--- src/rtl/mem_arbiter_pkg.sv ---
// Shared types and defaults for the instruction/data memory-port arbiter.
package mem_arbiter_pkg;

    // Which requester owns an outstanding read.
    typedef enum logic {
        OWN_I = 1'b0,
        OWN_D = 1'b1
    } mem_owner_t;

    localparam int DEF_AW           = 32;
    localparam int DEF_DW           = 32;
    localparam int DEF_MAX_OUT      = 2;
    localparam int DEF_STARVE_LIMIT = 4;

    // Pointer width for a FIFO of the given depth; never narrower than one bit.
    function automatic int ptr_width(input int depth);
        return (depth > 1) ? $clog2(depth) : 1;
    endfunction

endpackage

--- src/rtl/mem_arbiter_if.sv ---
// Bundle of the fetch-side, LSU-side and memory-side signals of the arbiter.
//
// Handshake rules: a requester raises x_req with its fields and holds them
// stable until x_gnt is seen high in the same cycle; dropping x_req earlier
// is allowed and has no effect. On the memory side a transfer happens in any
// cycle with m_req & m_gnt. Read responses carry no backpressure: x_rvalid
// is a one-cycle pulse, and memory returns m_rvalid strictly in request order.
interface mem_arbiter_if #(
    parameter int AW = 32,
    parameter int DW = 32
);
    // Fetch (I) side
    logic            i_req;
    logic [AW-1:0]   i_addr;
    logic            i_gnt;
    logic            i_rvalid;
    logic [DW-1:0]   i_rd_data;

    // LSU (D) side
    logic            d_req;
    logic            d_we;
    logic [DW/8-1:0] d_be;
    logic [AW-1:0]   d_addr;
    logic [DW-1:0]   d_wr_data;
    logic            d_gnt;
    logic            d_rvalid;
    logic [DW-1:0]   d_rd_data;

    // Memory side
    logic            m_req;
    logic            m_we;
    logic [DW/8-1:0] m_be;
    logic [AW-1:0]   m_addr;
    logic [DW-1:0]   m_wr_data;
    logic            m_gnt;
    logic            m_rvalid;
    logic [DW-1:0]   m_rd_data;

    // Sticky orphan-response flag
    logic            err;

    // Arbiter view
    modport slave (
        input  i_req, i_addr,
        output i_gnt, i_rvalid, i_rd_data,
        input  d_req, d_we, d_be, d_addr, d_wr_data,
        output d_gnt, d_rvalid, d_rd_data,
        output m_req, m_we, m_be, m_addr, m_wr_data,
        input  m_gnt, m_rvalid, m_rd_data,
        output err
    );

    // Environment view (requesters plus memory)
    modport master (
        output i_req, i_addr,
        input  i_gnt, i_rvalid, i_rd_data,
        output d_req, d_we, d_be, d_addr, d_wr_data,
        input  d_gnt, d_rvalid, d_rd_data,
        input  m_req, m_we, m_be, m_addr, m_wr_data,
        output m_gnt, m_rvalid, m_rd_data,
        input  err
    );

endinterface

--- src/rtl/mem_arbiter_owner_fifo.sv ---
// Small register FIFO recording the owner of each outstanding read, in order.
module mem_arbiter_owner_fifo
    import mem_arbiter_pkg::*;
#(
    parameter int DEPTH = 2
) (
    input  logic                         clk,
    input  logic                         rst,
    input  logic                         i_push,
    input  mem_owner_t                   i_push_owner,
    input  logic                         i_pop,
    output mem_owner_t                   o_head,
    output logic [$clog2(DEPTH+1)-1:0]   o_count,
    output logic                         o_full,
    output logic                         o_empty
);

    localparam int CNT_W = $clog2(DEPTH + 1);
    localparam int PW    = ptr_width(DEPTH);
    localparam logic [PW-1:0] LAST = PW'(DEPTH - 1);

    mem_owner_t       r_mem [DEPTH];
    logic [PW-1:0]    r_wr_ptr;
    logic [PW-1:0]    r_rd_ptr;
    logic [CNT_W-1:0] r_count;

    logic w_push;
    logic w_pop;

    // Overflow and underflow are silently ignored so the count stays coherent.
    assign w_push  = i_push & ~o_full;
    assign w_pop   = i_pop & ~o_empty;
    assign o_full  = (r_count == CNT_W'(DEPTH));
    assign o_empty = (r_count == '0);
    assign o_count = r_count;
    assign o_head  = r_mem[r_rd_ptr];

    // Storage, wrap-around pointers and occupancy count.
    always_ff @(posedge clk) begin
        if (rst) begin
            r_wr_ptr <= '0;
            r_rd_ptr <= '0;
            r_count  <= '0;
            for (int k = 0; k < DEPTH; k++) begin
                r_mem[k] <= OWN_I;
            end
        end else begin
            if (w_push) begin
                r_mem[r_wr_ptr] <= i_push_owner;
                r_wr_ptr        <= (r_wr_ptr == LAST) ? '0 : r_wr_ptr + 1'b1;
            end
            if (w_pop) begin
                r_rd_ptr <= (r_rd_ptr == LAST) ? '0 : r_rd_ptr + 1'b1;
            end
            if (w_push && !w_pop) begin
                r_count <= r_count + 1'b1;
            end else if (!w_push && w_pop) begin
                r_count <= r_count - 1'b1;
            end
        end
    end

endmodule

--- src/rtl/mem_arbiter.sv ---
// Shares one memory port between instruction fetch and the load/store unit,
// with a starvation guard for fetch and in-order read-response routing.
module mem_arbiter
    import mem_arbiter_pkg::*;
#(
    parameter int AW           = DEF_AW,
    parameter int DW           = DEF_DW,
    parameter int MAX_OUT      = DEF_MAX_OUT,
    parameter int STARVE_LIMIT = DEF_STARVE_LIMIT
) (
    input  logic                             clk,
    input  logic                             rst,
    mem_arbiter_if.slave                     bus,
    output logic [$clog2(MAX_OUT+1)-1:0]     o_out_cnt,
    output logic [$clog2(STARVE_LIMIT+1)-1:0] o_starve_cnt
);

    localparam int CNT_W = $clog2(MAX_OUT + 1);
    localparam int SW    = $clog2(STARVE_LIMIT + 1);
    localparam int BW    = DW / 8;

    logic [SW-1:0]    r_starve_cnt;
    logic             r_err;

    logic             w_fifo_full;
    logic             w_fifo_empty;
    mem_owner_t       w_head;
    mem_owner_t       w_push_owner;
    logic [CNT_W-1:0] w_count;

    logic             w_i_elig;
    logic             w_d_elig;
    logic             w_starved;
    logic             w_sel_d;
    logic             w_sel_i;
    logic             w_xfer;
    logic             w_push;
    logic             w_pop;
    logic [AW-1:0]    w_sel_addr;
    logic [DW-1:0]    w_sel_wdata;
    logic [BW-1:0]    w_sel_be;

    // Reads need a free owner slot, judged on the registered count only.
    assign w_i_elig  = bus.i_req & ~w_fifo_full;
    assign w_d_elig  = bus.d_req & (bus.d_we | ~w_fifo_full);
    assign w_starved = (r_starve_cnt >= SW'(STARVE_LIMIT));

    // D has priority unless fetch has been passed over too many times.
    assign w_sel_d = ~rst & w_d_elig & (~w_starved | ~w_i_elig);
    assign w_sel_i = ~rst & ~w_sel_d & w_i_elig;

    assign w_sel_addr  = w_sel_d ? bus.d_addr    : bus.i_addr;
    assign w_sel_wdata = w_sel_d ? bus.d_wr_data : '0;
    assign w_sel_be    = w_sel_d ? bus.d_be      : '1;

    assign bus.m_req     = w_sel_d | w_sel_i;
    assign bus.m_we      = w_sel_d & bus.d_we;
    assign bus.m_be      = w_sel_be;
    assign bus.m_addr    = w_sel_addr;
    assign bus.m_wr_data = w_sel_wdata;

    assign w_xfer    = bus.m_req & bus.m_gnt;
    assign bus.i_gnt = w_xfer & w_sel_i;
    assign bus.d_gnt = w_xfer & w_sel_d;

    // Only accepted reads expect a response and take an owner slot.
    assign w_push       = bus.i_gnt | (bus.d_gnt & ~bus.d_we);
    assign w_push_owner = w_sel_d ? OWN_D : OWN_I;

    // A response with nothing outstanding is dropped and flagged instead.
    assign w_pop        = ~rst & bus.m_rvalid & ~w_fifo_empty;
    assign bus.i_rvalid  = w_pop & (w_head == OWN_I);
    assign bus.d_rvalid  = w_pop & (w_head == OWN_D);
    assign bus.i_rd_data = bus.m_rd_data;
    assign bus.d_rd_data = bus.m_rd_data;

    assign bus.err      = r_err;
    assign o_out_cnt    = w_count;
    assign o_starve_cnt = r_starve_cnt;

    mem_arbiter_owner_fifo #(
        .DEPTH (MAX_OUT)
    ) u_owner_fifo (
        .clk          (clk),
        .rst          (rst),
        .i_push       (w_push),
        .i_push_owner (w_push_owner),
        .i_pop        (w_pop),
        .o_head       (w_head),
        .o_count      (w_count),
        .o_full       (w_fifo_full),
        .o_empty      (w_fifo_empty)
    );

    // Count D grants that overtook a waiting, eligible fetch; saturating.
    always_ff @(posedge clk) begin
        if (rst) begin
            r_starve_cnt <= '0;
        end else if (!bus.i_req || bus.i_gnt) begin
            r_starve_cnt <= '0;
        end else if (bus.d_gnt && w_i_elig && !w_starved) begin
            r_starve_cnt <= r_starve_cnt + 1'b1;
        end
    end

    // Sticky flag for a response that matches no outstanding read.
    always_ff @(posedge clk) begin
        if (rst) begin
            r_err <= 1'b0;
        end else if (bus.m_rvalid && w_fifo_empty) begin
            r_err <= 1'b1;
        end
    end

endmodule
--- src/flat_wrapper.sv ---
// flat-port wrapper written by rule: the top's interface ports become plain ports
module mem_arbiter_flat import mem_arbiter_pkg::*;
#(
    parameter int AW           = DEF_AW,
    parameter int DW           = DEF_DW,
    parameter int MAX_OUT      = DEF_MAX_OUT,
    parameter int STARVE_LIMIT = DEF_STARVE_LIMIT
)
  (clk, rst, o_out_cnt, o_starve_cnt, bus_i_req, bus_i_addr, bus_i_gnt, bus_i_rvalid, bus_i_rd_data, bus_d_req, bus_d_we, bus_d_be, bus_d_addr, bus_d_wr_data, bus_d_gnt, bus_d_rvalid, bus_d_rd_data, bus_m_req, bus_m_we, bus_m_be, bus_m_addr, bus_m_wr_data, bus_m_gnt, bus_m_rvalid, bus_m_rd_data, bus_err);
  mem_arbiter_if #(.AW(AW), .DW(DW)) bus_i ();
  input  logic clk;
  input  logic rst;
  output logic [$clog2(MAX_OUT+1)-1:0] o_out_cnt;
  output logic [$clog2(STARVE_LIMIT+1)-1:0] o_starve_cnt;
  input wire logic [$bits(bus_i.i_req)-1:0] bus_i_req;
  input wire logic [$bits(bus_i.i_addr)-1:0] bus_i_addr;
  output wire logic [$bits(bus_i.i_gnt)-1:0] bus_i_gnt;
  output wire logic [$bits(bus_i.i_rvalid)-1:0] bus_i_rvalid;
  output wire logic [$bits(bus_i.i_rd_data)-1:0] bus_i_rd_data;
  input wire logic [$bits(bus_i.d_req)-1:0] bus_d_req;
  input wire logic [$bits(bus_i.d_we)-1:0] bus_d_we;
  input wire logic [$bits(bus_i.d_be)-1:0] bus_d_be;
  input wire logic [$bits(bus_i.d_addr)-1:0] bus_d_addr;
  input wire logic [$bits(bus_i.d_wr_data)-1:0] bus_d_wr_data;
  output wire logic [$bits(bus_i.d_gnt)-1:0] bus_d_gnt;
  output wire logic [$bits(bus_i.d_rvalid)-1:0] bus_d_rvalid;
  output wire logic [$bits(bus_i.d_rd_data)-1:0] bus_d_rd_data;
  output wire logic [$bits(bus_i.m_req)-1:0] bus_m_req;
  output wire logic [$bits(bus_i.m_we)-1:0] bus_m_we;
  output wire logic [$bits(bus_i.m_be)-1:0] bus_m_be;
  output wire logic [$bits(bus_i.m_addr)-1:0] bus_m_addr;
  output wire logic [$bits(bus_i.m_wr_data)-1:0] bus_m_wr_data;
  input wire logic [$bits(bus_i.m_gnt)-1:0] bus_m_gnt;
  input wire logic [$bits(bus_i.m_rvalid)-1:0] bus_m_rvalid;
  input wire logic [$bits(bus_i.m_rd_data)-1:0] bus_m_rd_data;
  output wire logic [$bits(bus_i.err)-1:0] bus_err;
  assign bus_i.i_req = bus_i_req;
  assign bus_i.i_addr = bus_i_addr;
  assign bus_i_gnt = bus_i.i_gnt;
  assign bus_i_rvalid = bus_i.i_rvalid;
  assign bus_i_rd_data = bus_i.i_rd_data;
  assign bus_i.d_req = bus_d_req;
  assign bus_i.d_we = bus_d_we;
  assign bus_i.d_be = bus_d_be;
  assign bus_i.d_addr = bus_d_addr;
  assign bus_i.d_wr_data = bus_d_wr_data;
  assign bus_d_gnt = bus_i.d_gnt;
  assign bus_d_rvalid = bus_i.d_rvalid;
  assign bus_d_rd_data = bus_i.d_rd_data;
  assign bus_m_req = bus_i.m_req;
  assign bus_m_we = bus_i.m_we;
  assign bus_m_be = bus_i.m_be;
  assign bus_m_addr = bus_i.m_addr;
  assign bus_m_wr_data = bus_i.m_wr_data;
  assign bus_i.m_gnt = bus_m_gnt;
  assign bus_i.m_rvalid = bus_m_rvalid;
  assign bus_i.m_rd_data = bus_m_rd_data;
  assign bus_err = bus_i.err;
  mem_arbiter #(.AW(AW), .DW(DW), .MAX_OUT(MAX_OUT), .STARVE_LIMIT(STARVE_LIMIT)) u_core (.clk(clk), .rst(rst), .bus(bus_i), .o_out_cnt(o_out_cnt), .o_starve_cnt(o_starve_cnt));
endmodule
--- config.mk ---
export PLATFORM = sky130hd
export DESIGN_NAME = mem_arbiter_flat
export DESIGN_NICKNAME = d
export VERILOG_FILES = /design/src/rtl/mem_arbiter_pkg.sv /design/src/rtl/mem_arbiter_if.sv /design/src/rtl/mem_arbiter_owner_fifo.sv /design/src/rtl/mem_arbiter.sv /design/src/flat_wrapper.sv
export SDC_FILE = /design/constraint.sdc
export NUM_CORES = 1
export LEC_CHECK = 0
export ABC_AREA = 1
export CAP_MARGIN = 15
export CORE_AREA = 2 2 110 112
export DETAILED_ROUTE_END_ITERATION = 8
export DIE_AREA = 0 0 112 114
export GPL_ROUTABILITY_DRIVEN = 0
export HOLD_SLACK_MARGIN = 0.12
export PLACE_DENSITY = 0.68
export SLEW_MARGIN = 20
export SYNTH_ARGS = -nofsm -noshare
export SYNTH_HDL_FRONTEND = slang
export SYNTH_HIERARCHICAL = 1
export SYNTH_SLANG_ARGS = --single-unit
--- constraint.sdc ---
create_clock -name clk -period 3.75 [get_ports clk]
set_input_delay 1.125 -clock clk [delete_from_list [all_inputs] [get_ports clk]]
set_output_delay 1.125 -clock clk [all_outputs]
set_load 0.01 [all_outputs]
==> metrics.cfg, run 1 <==
[routing]
vias = 2248
drt_first_pass_iters = 4
wirelength_mm = 6.78
viasPerCell = 3.63
wl_per_cell_um = 10.9
antenna_left = 0
drc = 0
drt_iter0_drc = 51

[final_layout]
multi_input_area_um2 = 868
layout.nets = 616
seqCellArea_um2 = 240
fillerInstances = 1294
drive_gt1_share_pct = 7.82
design_area_mm2 = 0.00359
syn2layout_area_growth_pct = 92.6
diodes = 0

[global_route]
grt_pass1_vias = 1987
grt_pass1_wl_mm = 10.2
grt_max_degree = 24
antenna_found_initial = 0
overflow = 0
grt_use_total_pct = 9.71

[worst_setup_path]
worstSetupStartpointType = input port
crit_required_ps = 2620
reg2reg_depth = 18
worstReg2RegStart = u_core/u_owner_fifo/o_count[1]$_SDFFE_PP0P_
critical_path_peak_fanout = 8
r2r_slack_ps = 1320
endpoint_kind = primary output
critPathKind = in2out
reg2reg_to = u_core/u_owner_fifo/o_count[1]$_SDFFE_PP0P_
crit_arrival_ps = 2540

[yosys]
synth.area.top_cells = buf_4, nand2_1, inv_1
synthesis.nets = 480
yosysSeqAreaShare_pct = 12.9
synth.distinct_cells = 23
syn_inst = 338
synthFlopType = dfxtp_1
synth.most_common_cell = nand2_1
yosys_warnings = 6
netlist_area_mm2 = 0.00186
yosys_register_bits = 11
synth_edf_count = 2
yosysTopAreaCellShare_pct = 25.8
ys_async_sr_fraction_pct = 0
netlist_top_cells_count = nand2_1, buf_4, inv_1
yosysTopAreaCell = buf_4
syn_area_per_cell_um2 = 5.51

[pwr]
p_per_area_mw_per_mm2 = 189
ir_drop_mv = 0.196
finalPower_mw = 0.678
power.leakage_nw = 1.93

[timing]
hold_viol = 0
worst_pin_slew_ps = 240
fin_worst_skew_ps = 1.03
period_needed_ps = 3660
fin_crit_sh_pct = 97.6
rsz0062_at_grt = no
drv_slew = 0
setup_viol = 0
slew_headroom_pct = 84.0
fmax_ghz = 0.273

[die]
dieWidth_um = 112
top_level_ports = 283
die_area_mm2 = 0.0128
placementRows = 40
start_util_pct = 15.9
die_y_um = 114
core_area_mm2 = 0.0117

[min_path]
hold_class = reg2reg
hold_depth = 2
worstHoldStart = u_core/bus.err$_SDFFE_PP0P_
min_to = u_core/bus.err$_SDFFE_PP0P_

[cts]
numCtsBuffers = 3
clk_latency_ps = 240
holdBufCountCts = 0
clk_pin_slew_ps = 40
htreeDepth = 1
cts_max_path_buffers = 2
tritoncts = built
root_buffer = clkbuf_16
cts.sinks = 11

[status]
status = finished clean

[placed_design]
dpl.hpwl_mm = 5.49
place_area_mm2 = 0.00349
io_buffer_count = 186

[flow_run]
max_cap_violations = 0

==> kinds of logic after synthesis <==
family          synth area share (%)
compound gates                  2.42
simple gates                    40.9
buf+inv                         41.1
mux                            0.605
fa+ha+maj                       2.02
flops                           12.9
==> stage by stage <==
| step | hold slack, ps | utilization [%] | worst slack [ps] | TNS, ps | cells |
|---|---|---|---|---|---|
| after CTS | 487 | 30.5 | 3.40 | 0 | 620 |
| final | 484 | 30.6 | 89.2 | 0 | 620 |
| after floorplan | 490 | - | 832 | 0 | 338 |
| after detailed placement | 473 | 29.8 | -285 | -18050 | 611 |
| after global routing | 531 | 30.6 | 1.10 | 0 | 620 |
| after global placement | 464 | 29.8 | -279 | -17340 | 611 |
==> repair_timing <==
action,4_1_cts,5_1_grt
gates resized for setup,78,4
gates cloned,1,0
setup buffers,4,0
endpoints found under the setup margin,74,15
pin swaps,2,1
==> metal layers <==
metal / up-vias / global-route usage, % / routed length [um]
met5: - / 0 / 0
met4: 0 / 1.71 / 72
met3: 14 / 3.88 / 781
met2: 123 / 16.4 / 3240
met1: 928 / 11.9 / 2690
li1: 1183 / - / -
==> registers in the layout (all words and copies together) (netlist names), named ones only <==
signal                        count
u_core/bus.err                    1
u_core/u_owner_fifo/r_mem         2
u_core/u_owner_fifo/r_wr_ptr      1
u_core/u_owner_fifo/r_rd_ptr      1
u_core/o_starve_cnt               3
u_core/u_owner_fifo/o_count       2
==> worst max-delay path, stage by stage <==
cell and delay (ps):
dlygate4sd2_1 310, inv_2 100, nand2_2 60, nor2_4 130, nand2_4 110, o21ai_0 120, clkdlybuf4s50_1 590
==> how the worst max path moves through the flow <==
| stage | startpoint | to | slack [ps] | cells after the start |
|---|---|---|---|---|
| detailed placement | rst | bus_m_wr_data[12] | -280 | 8 |
| global placement | rst | bus_m_addr[24] | -280 | 8 |
| global route | rst | bus_m_addr[20] | 1 | 10 |
| finish | rst | bus_m_req | 90 | 7 |
| CTS | rst | bus_m_wr_data[21] | 3 | 8 |
| floorplan | rst | bus_m_be[0] | 830 | 6 |
==> where the power goes <==
group | internal, mW | leakage [nW] | switching [mW]
Combinational | 0.209 | 1.80 | 0.144
Sequential | 0.127 | 0.0941 | 0.00535
Clock | 0.143 | 0.0382 | 0.0502
Total | 0.479 | 1.93 | 0.200
==> cells in the final DEF (no fill, tap or decap), types with 5 or more instances in the layout <==
master           instances
nor2_1                  47
buf_12                   5
dlygate4sd2_1           71
dfxtp_1                  9
clkdlybuf4s50_1        111
nand2_1                112
buf_4                   13
inv_1                   54
==> cell type report <==
class / count / area share [%]
clock buffers: 4 / 2.20
inverters: 56 / 5.86
multi-input cells: 197 / 24.2
flip-flops and latches: 11 / 6.70
well taps: 147 / 5.13
repair buffers: 205 / 55.9
Power figures use the tool's default switching activity.
==> run 2, diff against run 1 <==
--- a/config.mk
+++ b/config.mk
@@ -18,3 +18,4 @@
 export SYNTH_HDL_FRONTEND = slang
 export SYNTH_HIERARCHICAL = 1
 export SYNTH_SLANG_ARGS = --single-unit
+export TNS_END_PERCENT = 50
==> metrics.cfg, run 2 (synthesized netlist as in run 1, its figures left out) <==
[timing]
fin_hold_ws_ps = 484  ; -0.00600 ps
fin_worst_skew_ps = 1.01  ; -0.0289 ps
fmax_ghz = 0.273  ; about the same
tns_ps = 0  ; unchanged
rsz0062_at_grt = no
setup_viol = 0  ; unchanged
period_needed_ps = 3660  ; -1.11 ps
worst_pin_slew_ps = 238  ; -1.96 ps
setup_slack_ps = 90.3  ; +1.11 ps
hold_viol = 0  ; unchanged
drv_slew = 0  ; unchanged
slew_headroom_pct = 84.1  ; +0.13 points
fin_crit_sh_pct = 97.6  ; about the same

[pwr]
p_per_area_mw_per_mm2 = 188  ; -0.50%
ir_drop_mv = 0.196  ; about the same
power.leakage_nw = 2.02  ; +4.5%
finalPower_mw = 0.680  ; +0.23%

[status]
status = finished clean

[min_path]
min_to = u_core/bus.err$_SDFFE_PP0P_
hold_class = reg2reg
worstHoldStart = u_core/bus.err$_SDFFE_PP0P_
hold_depth = 2  ; unchanged

[die]
die_area_mm2 = 0.0128  ; unchanged
die_y_um = 114  ; unchanged
core_area_mm2 = 0.0117  ; unchanged
top_level_ports = 283  ; unchanged
start_util_pct = 15.9  ; unchanged
placementRows = 40  ; unchanged
dieWidth_um = 112  ; unchanged

[final_layout]
layout.nets = 616  ; unchanged
design_area_mm2 = 0.00361  ; +0.73%
layout_commonest_cell = nand2_1
diodes = 0  ; unchanged
syn2layout_area_growth_pct = 94.0
fin_util_pct = 30.8  ; +0.22 points
largest_reg_flops = 3  ; unchanged
final_cell_mix = nand2_1, clkdlybuf4s50_1, dlygate4sd2_1
final_cells = 620  ; unchanged
drive_gt1_share_pct = 7.82  ; unchanged

[routing]
antenna_left = 0  ; unchanged
drt_iter0_drc = 60  ; +18%
drc = 0  ; unchanged
wirelength_mm = 6.82  ; +0.58%
wl_per_cell_um = 11.0  ; +0.58%
viasPerCell = 3.63  ; about the same
vias = 2249  ; +0.044%
drt_first_pass_iters = 4  ; unchanged

[worst_setup_path]
endpoint_kind = primary output
critical_path_peak_fanout = 8  ; unchanged
reg2reg_to = u_core/u_owner_fifo/o_count[1]$_SDFFE_PP0P_
crit_family = buffers and inverters
worstReg2RegStart = u_core/u_owner_fifo/o_count[1]$_SDFFE_PP0P_
slowest_stage = clkdlybuf4s50_1
critPathKind = in2out
r2r_slack_ps = 1320  ; about the same
cpPeakStageDelay_ps = 580  ; about the same
crit_required_ps = 2620  ; about the same
crit_buf_inv = 3  ; unchanged
reg2reg_depth = 18  ; unchanged
worstSetupStartpointType = input port
path_cells = dlygate4sd2_1 > inv_2 > nand2_2 > nor2_4 > nand2_4 > o21ai_0 > clkdlybuf4s50_1
crit_arrival_ps = 2530  ; about the same

[global_route]
grt_pass1_wl_mm = 10.2  ; +0.13%
grt_pass1_vias = 1990  ; +0.15%
antenna_found_initial = 0  ; unchanged
grt_max_degree = 24  ; unchanged
grt_use_total_pct = 9.73  ; +0.011 points
overflow = 0  ; unchanged

[cts]
root_buffer = clkbuf_16
holdBufCountCts = 0  ; unchanged
htreeDepth = 1  ; unchanged
clk_latency_ps = 240  ; about the same
numCtsBuffers = 3  ; unchanged
clk_pin_slew_ps = 40  ; about the same
cts_max_path_buffers = 2  ; unchanged
cts.sinks = 11  ; unchanged
tritoncts = built

[placed_design]
place_area_mm2 = 0.00349  ; unchanged
dpl.cell_count = 611  ; unchanged
io_buffer_count = 186  ; unchanged
place_ws_ps = -285  ; unchanged
dpl.hpwl_mm = 5.49  ; unchanged

[flow_run]
max_cap_violations = 0  ; unchanged

run 2: changes by cell type in the layout (fill, tap and decap cells not counted), sizes merged:
| cell | change |
|---|---|
| dlygate4sd2 | -7 |
| dlymetal6s2s | +7 |
run 2: worst max-delay path by stage:
| stage | from | endpoint | slack (ps) | cells after the start |
|---|---|---|---|---|
| finish | rst | bus_m_req | 90 | 7 |
| global route | rst | bus_m_addr[20] | 1 | 10 |
| CTS | bus_m_gnt | bus_i_gnt | -10 | 6 |
| detailed placement | rst | bus_m_wr_data[12] | -280 | 8 |
| global placement | rst | bus_m_addr[24] | -280 | 8 |
| floorplan | rst | bus_m_be[0] | 830 | 6 |
run 2: worst reg2reg max path, stage by stage, from the launching register on:
cell     delay [ps]
dfxtp_1         400
inv_2            60
nor2_2          180
inv_1           100
nand2_1         150
nor2_2           70
nor2_4          120
buf_12          120
buf_4           120
nand2_1          60
o21ai_0         150
inv_1            90
nor2_4          150
ha_1            270
inv_1            80
nand3_1          70
nand2_1          60
inv_1            30
nor2_1           80
run 2: what timing repair did:
action / in CTS / in global routing
endpoints found under the setup margin: 74 / 22
hold endpoints to repair: 0 / 0
resized for setup: 71 / 11
setup buffers: 4 / 0
gates cloned: 1 / 0
pin swaps: 2 / 1
run 2: layout make-up:
| class | count | area, um2 |
|---|---|---|
| inverters | 56 | 210 |
| well taps | 147 | 184 |
| multi-input cells | 197 | 868 |
| flip-flops and latches | 11 | 240 |
| repair buffers | 205 | 2030 |
| clock buffers | 4 | 78.8 |
| fillers | 1291 | 8100 |
run 2: report_power, final:
part	internal, mW	switching [mW]	leakage, nW
Sequential	0.127	0.00535	0.0941
Combinational	0.211	0.144	1.89
Clock	0.143	0.0502	0.0382
run 2: routing by layer:
layer | GRT usage, % | share of wire (%) | vias up
li1 | - | - | 1183
met1 | 11.9 | 39 | 926
met2 | 16.4 | 48 | 126
met3 | 3.88 | 12 | 14
met4 | 1.71 | 1.1 | 0
met5 | 0 | 0 | -
==> run 3, diff against run 2 <==
--- a/config.mk
+++ b/config.mk
@@ -13,9 +13,9 @@
 export GPL_ROUTABILITY_DRIVEN = 0
 export HOLD_SLACK_MARGIN = 0.12
 export PLACE_DENSITY = 0.68
-export SLEW_MARGIN = 20
+export SLEW_MARGIN = 30
 export SYNTH_ARGS = -nofsm -noshare
 export SYNTH_HDL_FRONTEND = slang
 export SYNTH_HIERARCHICAL = 1
 export SYNTH_SLANG_ARGS = --single-unit
-export TNS_END_PERCENT = 50
+export TNS_END_PERCENT = 10
==> metrics.cfg, run 3 (synthesized netlist as in run 1, its figures left out) <==
[status]
status = finished clean

[timing]
slew_headroom_pct = 84.2  ; +0.098 points
hold_viol = 0  ; unchanged
setup_slack_ps = 112  ; +21.4 ps
fin_worst_skew_ps = 0.999  ; -0.00658 ps
fin_crit_sh_pct = 97.0  ; -0.57 points
worst_pin_slew_ps = 237  ; -0.591 ps
fin_hold_ws_ps = 484  ; -0.0940 ps
rsz0062_at_grt = no
fmax_ghz = 0.275  ; +0.59%
period_needed_ps = 3640  ; -21.4 ps
drv_slew = 0  ; unchanged
setup_viol = 0  ; unchanged

[cts]
cts.sinks = 11  ; unchanged
cts_max_path_buffers = 2  ; unchanged
tritoncts = built
numCtsBuffers = 3  ; unchanged
clk_latency_ps = 240  ; about the same
root_buffer = clkbuf_16
htreeDepth = 1  ; unchanged
clk_pin_slew_ps = 40  ; about the same
holdBufCountCts = 0  ; unchanged

[placed_design]
place_ws_ps = -285  ; unchanged
place_area_mm2 = 0.00349  ; unchanged
dpl.hpwl_mm = 5.49  ; unchanged
io_buffer_count = 186  ; unchanged
dpl.cell_count = 611  ; unchanged

[die]
dieWidth_um = 112  ; unchanged
placementRows = 40  ; unchanged
die_y_um = 114  ; unchanged
core_area_mm2 = 0.0117  ; unchanged
start_util_pct = 15.9  ; unchanged
top_level_ports = 283  ; unchanged
die_area_mm2 = 0.0128  ; unchanged

[routing]
wl_per_cell_um = 11.0  ; about the same
antenna_left = 0  ; unchanged
vias = 2266  ; +0.76%
wirelength_mm = 6.81  ; -0.12%
viasPerCell = 3.66  ; +0.92%
drc = 0  ; unchanged
drt_first_pass_iters = 4  ; unchanged
drt_iter0_drc = 58  ; -3.3%

[global_route]
grt_pass1_vias = 1979  ; -0.55%
use_met1_pct = 12.0  ; +0.097 points
grtUsageMet2_pct = 16.2  ; -0.24 points
grtUsageMet3_pct = 3.88  ; unchanged
grt_use_total_pct = 9.69  ; -0.034 points
antenna_found_initial = 0  ; unchanged
overflow = 0  ; unchanged
grt.busiest_layer = met2
grt_max_degree = 24  ; unchanged
grt_pass1_wl_mm = 10.2  ; -0.61%

[pwr]
power.leakage_nw = 1.94  ; -4.1%
p_per_area_mw_per_mm2 = 190  ; +1.1%
finalPower_mw = 0.675  ; -0.74%
ir_drop_mv = 0.197  ; +0.32%

[worst_setup_path]
crit_required_ps = 2620  ; about the same
reg2reg_to = u_core/u_owner_fifo/o_count[1]$_SDFFE_PP0P_
setup.worst_path.end = bus_d_rvalid
critPathKind = in2out
worstSetupStartpointType = input port
worstReg2RegStart = u_core/u_owner_fifo/o_count[1]$_SDFFE_PP0P_
crit_start = rst
crit_arrival_ps = 2510  ; -20 ps
reg2reg_depth = 18  ; unchanged
r2r_slack_ps = 1330  ; about the same
critical_path_peak_fanout = 5  ; -3
endpoint_kind = primary output

[final_layout]
largest_reg_flops = 3  ; unchanged
layout.nets = 615  ; -0.16%
layout_commonest_cell = nand2_1
drive_gt1_share_pct = 11.0  ; +3.2 points
final_cell_mix = nand2_1, clkdlybuf4s50_1, inv_1
design_area_mm2 = 0.00354  ; -1.9%
syn2layout_area_growth_pct = 90.4
diodes = 0  ; unchanged
final_cells = 619  ; -0.16%

[flow_run]
max_cap_violations = 0  ; unchanged

[min_path]
hold_class = reg2reg

-- run 3: power breakdown --
part	leakage, nW	internal (mW)	switching [mW]	total, mW
logic	1.80	0.205	0.145	0.350
clock network	0.0382	0.142	0.0501	0.193
registers	0.0941	0.127	0.00536	0.132
-- run 3: per-stage QoR --
| step | utilization, % | setup TNS (ps) |
|---|---|---|
| 2_1_floorplan | - | 0 |
| 3_3_place_gp | 29.8 | -17340 |
| 3_5_place_dp | 29.8 | -18050 |
| 4_1_cts | 30.4 | -3240 |
| 5_1_grt | 30.3 | 0 |
| 6_report | 30.3 | 0 |
-- run 3: area by class of cell --
cell class              instances  area [um2]
multi-input cells             197         876
fillers                      1299        8170
flip-flops and latches         11         240
inverters                      56         210
clock buffers                   4        78.8
repair buffers                204        1960
well taps                     147         184
-- run 3: worst min path at each step --
stage	start	endpoint	slack [ps]	depth (start not counted)
floorplan	u_core/u_owner_fifo/r_wr_ptr$_SDFFE_PP0P_	u_core/u_owner_fifo/r_wr_ptr$_SDFFE_PP0P_	490	2
global placement	u_core/bus.err$_SDFFE_PP0P_	u_core/bus.err$_SDFFE_PP0P_	460	2
detailed placement	u_core/bus.err$_SDFFE_PP0P_	u_core/bus.err$_SDFFE_PP0P_	470	2
CTS	u_core/bus.err$_SDFFE_PP0P_	u_core/bus.err$_SDFFE_PP0P_	490	2
global route	u_core/bus.err$_SDFFE_PP0P_	u_core/bus.err$_SDFFE_PP0P_	530	2
finish	u_core/bus.err$_SDFFE_PP0P_	u_core/bus.err$_SDFFE_PP0P_	480	2
-- run 3: repair_timing --
| item | 4_1_cts | 5_1_grt |
|---|---|---|
| pin swaps | 1 | 4 |
| setup buffers | 3 | 0 |
| endpoints found under the setup margin | 74 | 40 |
| gates resized for setup | 73 | 44 |
| cloned | 1 | 0 |
-- run 3: layer usage --
metal	routed length (um)	share of wire (%)	up-vias
li1	-	-	1184
met1	2710	40	934
met2	3220	47	134
met3	802	12	14
met4	72	1.1	0
met5	0	0	-
-- run 3: critical path, cell delays in order --
cell and delay (ps):
dlygate4sd2_1 310, buf_4 180, nor3_2 200, inv_1 80, nor2_1 90, clkdlybuf4s50_1 540
